### src/rtl/aes_pkg.sv
// aes_pkg: shared AES types, GF(2^8) doubling helper and InvMixColumns FSM states
package aes_pkg;
    localparam logic [7:0] AES_POLY = 8'h1B;
    typedef logic [31:0] word_t;
    typedef logic [127:0] state_t;
    typedef enum logic [1:0] {IDLE, BUSY, DONE} imc_state_e;
    function automatic logic [7:0] xtime(input logic [7:0] b);
        return {b[6:0], 1'b0} ^ (b[7] ? AES_POLY : 8'h00);
    endfunction
endpackage

### src/rtl/inv_mix_column.sv
// inv_mix_column: combinational InvMixColumns on one 32-bit column (row0 in the MSB byte)
module inv_mix_column
    import aes_pkg::*;
(
    input  word_t col,
    output word_t res
);
    logic [7:0] a0, a1, a2, a3, u, v, p0, p1, p2, p3, t;
    assign {a0, a1, a2, a3} = col;
    // Pre-scale by 4 on opposite byte pairs, then reuse the forward MixColumns network
    assign u  = xtime(xtime(a0 ^ a2));
    assign v  = xtime(xtime(a1 ^ a3));
    assign p0 = a0 ^ u;
    assign p1 = a1 ^ v;
    assign p2 = a2 ^ u;
    assign p3 = a3 ^ v;
    assign t  = p0 ^ p1 ^ p2 ^ p3;
    assign res = {p0 ^ t ^ xtime(p0 ^ p1), p1 ^ t ^ xtime(p1 ^ p2),
                  p2 ^ t ^ xtime(p2 ^ p3), p3 ^ t ^ xtime(p3 ^ p0)};
endmodule

### src/rtl/inv_mix_columns_seq.sv
// inv_mix_columns_seq: iterative InvMixColumns over a 128-bit state, COLS_PER_CYCLE columns per clock
module inv_mix_columns_seq
    import aes_pkg::*;
#(
    parameter int COLS_PER_CYCLE = 1
) (
    input  logic         clk,
    input  logic         reset,
    input  logic         in_valid,
    output logic         in_ready,
    input  logic [127:0] in_data,
    output logic         out_valid,
    input  logic         out_ready,
    output logic [127:0] out_data,
    output logic         busy
);
    localparam logic [1:0] STEP = 2'(COLS_PER_CYCLE);
    localparam logic [1:0] LAST = 2'(4 - COLS_PER_CYCLE);

    if (COLS_PER_CYCLE != 1 && COLS_PER_CYCLE != 2 && COLS_PER_CYCLE != 4) begin : g_bad_cols
        $error("COLS_PER_CYCLE must be 1, 2 or 4");
    end

    imc_state_e st, st_n;
    logic [1:0] cnt;
    state_t data_q;
    word_t [3:0] cur, nxt;
    logic [1:0] idx [COLS_PER_CYCLE];
    word_t col_res [COLS_PER_CYCLE];

    // Column 0 sits in the top word, so column c is cur[3-c]
    assign cur = data_q;

    for (genvar g = 0; g < COLS_PER_CYCLE; g++) begin : g_col
        assign idx[g] = cnt + 2'(g);
        inv_mix_column u_col (
            .col(cur[2'd3 - idx[g]]),
            .res(col_res[g])
        );
    end

    always_comb begin
        nxt = cur;
        for (int i = 0; i < COLS_PER_CYCLE; i++) nxt[2'd3 - idx[i]] = col_res[i];
    end

    always_comb begin
        in_ready  = st == IDLE;
        out_valid = st == DONE;
        busy      = st == BUSY;
        st_n = (st == IDLE && in_valid)  ? BUSY :
               (st == BUSY && cnt == LAST) ? DONE :
               (st == DONE && out_ready) ? IDLE : st;
    end

    always_ff @(posedge clk) begin
        if (reset) begin
            st     <= IDLE;
            cnt    <= '0;
            data_q <= '0;
        end else begin
            st <= st_n;
            if (st == IDLE && in_valid) begin
                data_q <= in_data;
                cnt    <= '0;
            end else if (st == BUSY) begin
                data_q <= nxt;
                cnt    <= cnt + STEP;
            end
        end
    end

    assign out_data = data_q;
endmodule
### config.mk
export PLATFORM = sky130hd
export DESIGN_NAME = inv_mix_columns_seq
export DESIGN_NICKNAME = d
export VERILOG_FILES = /design/src/rtl/aes_pkg.sv /design/src/rtl/inv_mix_column.sv /design/src/rtl/inv_mix_columns_seq.sv
export SDC_FILE = /design/constraint.sdc
export NUM_CORES = 1
export LEC_CHECK = 0
export CELL_PAD_IN_SITES_DETAIL_PLACEMENT = 1
export CELL_PAD_IN_SITES_GLOBAL_PLACEMENT = 2
export CORE_UTILIZATION = 29
export CTS_BUF_LIST = sky130_fd_sc_hd__clkbuf_8
export CTS_CLUSTER_SIZE = 20
export DETAILED_ROUTE_END_ITERATION = 12
export PLACE_DENSITY_LB_ADDON = 0.1
export SYNTH_ARGS = -nofsm -noshare
export SYNTH_HDL_FRONTEND = slang
export SYNTH_HIERARCHICAL = 1
export SYNTH_SLANG_ARGS = --single-unit
export TNS_END_PERCENT = 1
### constraint.sdc
create_clock -name clk -period 4.4 [get_ports clk]
set_input_delay 1.1 -clock clk [delete_from_list [all_inputs] [get_ports clk]]
set_output_delay 1.1 -clock clk [all_outputs]
set_load 0.02 [all_outputs]
==> results of run 1 <==
stage by stage:
step | cell area [um^2] | utilization, % | hold WS (ns) | worst slack (ns)
after floorplan | 8310 | - | 0.622 | 0.999
after CTS | 11700 | 41.6 | 0.558 | 0.589
after global routing | 11700 | 41.6 | 0.578 | 0.430
after global placement | 11200 | 40.1 | 0.533 | 0.493
final | 11700 | 41.6 | 0.555 | 0.579
after detailed placement | 11200 | 40.1 | 0.538 | 0.592
flip-flops by register name, indices dropped and copies added, names as in the netlist:
name	flops
out_data	128
cnt	2
st	2
area by class of cell:
cell class | count | share of cell area (%)
timing repair buffer | 283 | 24.2
clock inverter | 11 | 1.31
clock buffer | 20 | 2.36
multi-input combinational | 482 | 41.2
inverter | 130 | 4.19
sequential | 132 | 22.7
tap | 378 | 4.06
worst paths after layout:
path	to	cells past startpoint	from	slack, ns
worst max-delay path	out_data[13]	8	cnt[1]	0.58
worst max register to register	out_data[13]	8	cnt[1]	0.58
worst min-delay path	out_data[96]	1	out_data[96]	0.55
worst min register to register	out_data[96]	1	out_data[96]	0.55
cells in the final DEF, fill, tap and decap left out, drive strengths merged, types with 3 or more instances in the layout:
cell type and instances:
inv 130, bufinv 3, nand2 10, clkinvlp 3
a21oi 135, nor2 3, buf 22, clkdlybuf4s50 261
xnor3 17, xor2 38, dfxtp 132, mux4 32
xnor2 104, clkbuf 20, o221a 128, nand2b 3
ha 4, clkinv 5
routing by layer:
layer,track usage (%),wire length [um]
met1,30.1,15400
met2,37.6,15500
met3,4.97,1750
met4,5.98,609
met5,0,0
kinds of logic (layout without fill, tap and decap cells):
| group | Yosys count | after routing | synth area share, % |
|---|---|---|---|
| flip-flops | 132 | 132 | 31.8 |
| AND/OR/NAND/NOR | 19 | 19 | 1.19 |
| buffers and inverters | 198 | 444 | 10.7 |
| multiplexers | 32 | 32 | 8.67 |
| adder cells (fa/ha/maj) | 4 | 4 | 0.602 |
| AO/OA/AOI/OAI | 266 | 266 | 25.9 |
| XOR/XNOR | 161 | 161 | 21.1 |
==> reports/results.ini, run 1 <==
[timing]
hold_viol_final=0
rsz0062_at_grt=no
fin_crit_sh_pct=86.8
period_needed_ns=3.82
finalSetupViolCount=0
max-slew-margin-rel_pct=41.2
max_clock_freq_mhz=262
final_max_slew_viol_count=0
clock_skew_ns=0.0182
fin_setup_tns_ns=0
worstMarginPinSlew_ns=0.883

[worst_setup_path]
path_buf_inv=1
path_delay_family=XOR/XNOR gates
path_max_fanout=9
cpPeakStageDelay_ns=0.62
cp-start-kind=register
cp_cell_sequence=buf_4 > mux4_2 > xor2_1 > xnor2_1 > xnor2_1 > xnor2_1 > xnor2_1 > o221a_2
path_common_cell=xnor2_1
worst_path_max_delay_cell=mux4_2
path_class=reg -> reg
worstPathRequired_ns=4.79
critical_path_arrival_ns=4.21
endpoint_kind=register

[synth]
synth_area_um2=8310
ys_warn_count=6
yosysMostFrequentCell=dfxtp_1
syn_nets=948
synth-edff-count=0
ys_seq_area_share_pct=31.8
synth-async-reset-ratio_pct=0
synth-main-ff-cell=dfxtp_1
synth-seq-cells=132
postSynthCellCount=812
synthTopCellsByArea=dfxtp_1 32%, o221a_2 15%, xnor2_1 10%, mux4_2 8.7%, a21oi_1 7.9%
avgSynthCellArea_um2=10.2
synth_top_area_cell=dfxtp_1
synth_commonest_cells=132 x dfxtp_1, 131 x a21oi_1, 130 x inv_1
yosysUniqueCellTypes=30
synth_top_area_share_pct=31.8

[run_status]
status=complete, no violations

[placement]
gp_congestion=0.954
place_hpwl_um=25000
port-buffer-count=262
dpl.cell_count=1405

[detailed_routing]
totalWireLength_um=33300
wl_per_cell_um=23.2
vias=7219
postRouteAntennaNets=0
avgViaCountPerCell=5.03
drtPass1Iterations=5
drt_iter0_markers=508
drcViolationCount=0

[layout]
layout-drive-gt1-share_pct=19.9
stdcell_count=1436
multi_input_area_um2=4810
syn_to_final_growth_pct=40.2
nets=1182
fillers=3133
antenna_cells=0
ff_latch_area_um2=2650

[grt]
grt_pass1_wl_um=49100
antenna_found_initial=0
grtUsageTotal_pct=22.8
grt-ovfl-total=0
grt_max_degree=105
grt_pass1_vias=7576

[clocking]
clockBufferDepth=2
h-tree-depth=4
clock-root-buffer=clkbuf_8
cts_setup_buffers=0
tritoncts=done
post_cts_resized=0
cts_made_buffers=17
clkSinkCount=132
cts_hold_buf=0
clk_pin_slew_worst_paths_ns=0.08
clk_latency_ns=0.46

[floorplan]
core_area_um2=28000
io_pins=263
dieWidth_um=171
die_h_um=171
die-area_um2=29300
initial_core_util_pct=29.7
row_count=61

[hold_path]
min_path_type=reg -> reg

[flow_run]
max_cap_viol_count=0

Power of run 1 is not shown: default switching activity piles up to over one toggle a cycle in this logic, so the estimate is an artifact.
==> run 2, diff against run 1 <==
--- a/config.mk
+++ b/config.mk
@@ -9,6 +9,7 @@
 export CELL_PAD_IN_SITES_GLOBAL_PLACEMENT = 2
 export CORE_UTILIZATION = 29
 export CTS_BUF_LIST = sky130_fd_sc_hd__clkbuf_8
+export CTS_CLUSTER_DIAMETER = 80
 export CTS_CLUSTER_SIZE = 20
 export DETAILED_ROUTE_END_ITERATION = 12
 export PLACE_DENSITY_LB_ADDON = 0.1
==> results of run 2 <==
Same layout as run 1: the final DEF is identical, and so are final timing and power.
Power of run 2 is left out for the same reason.
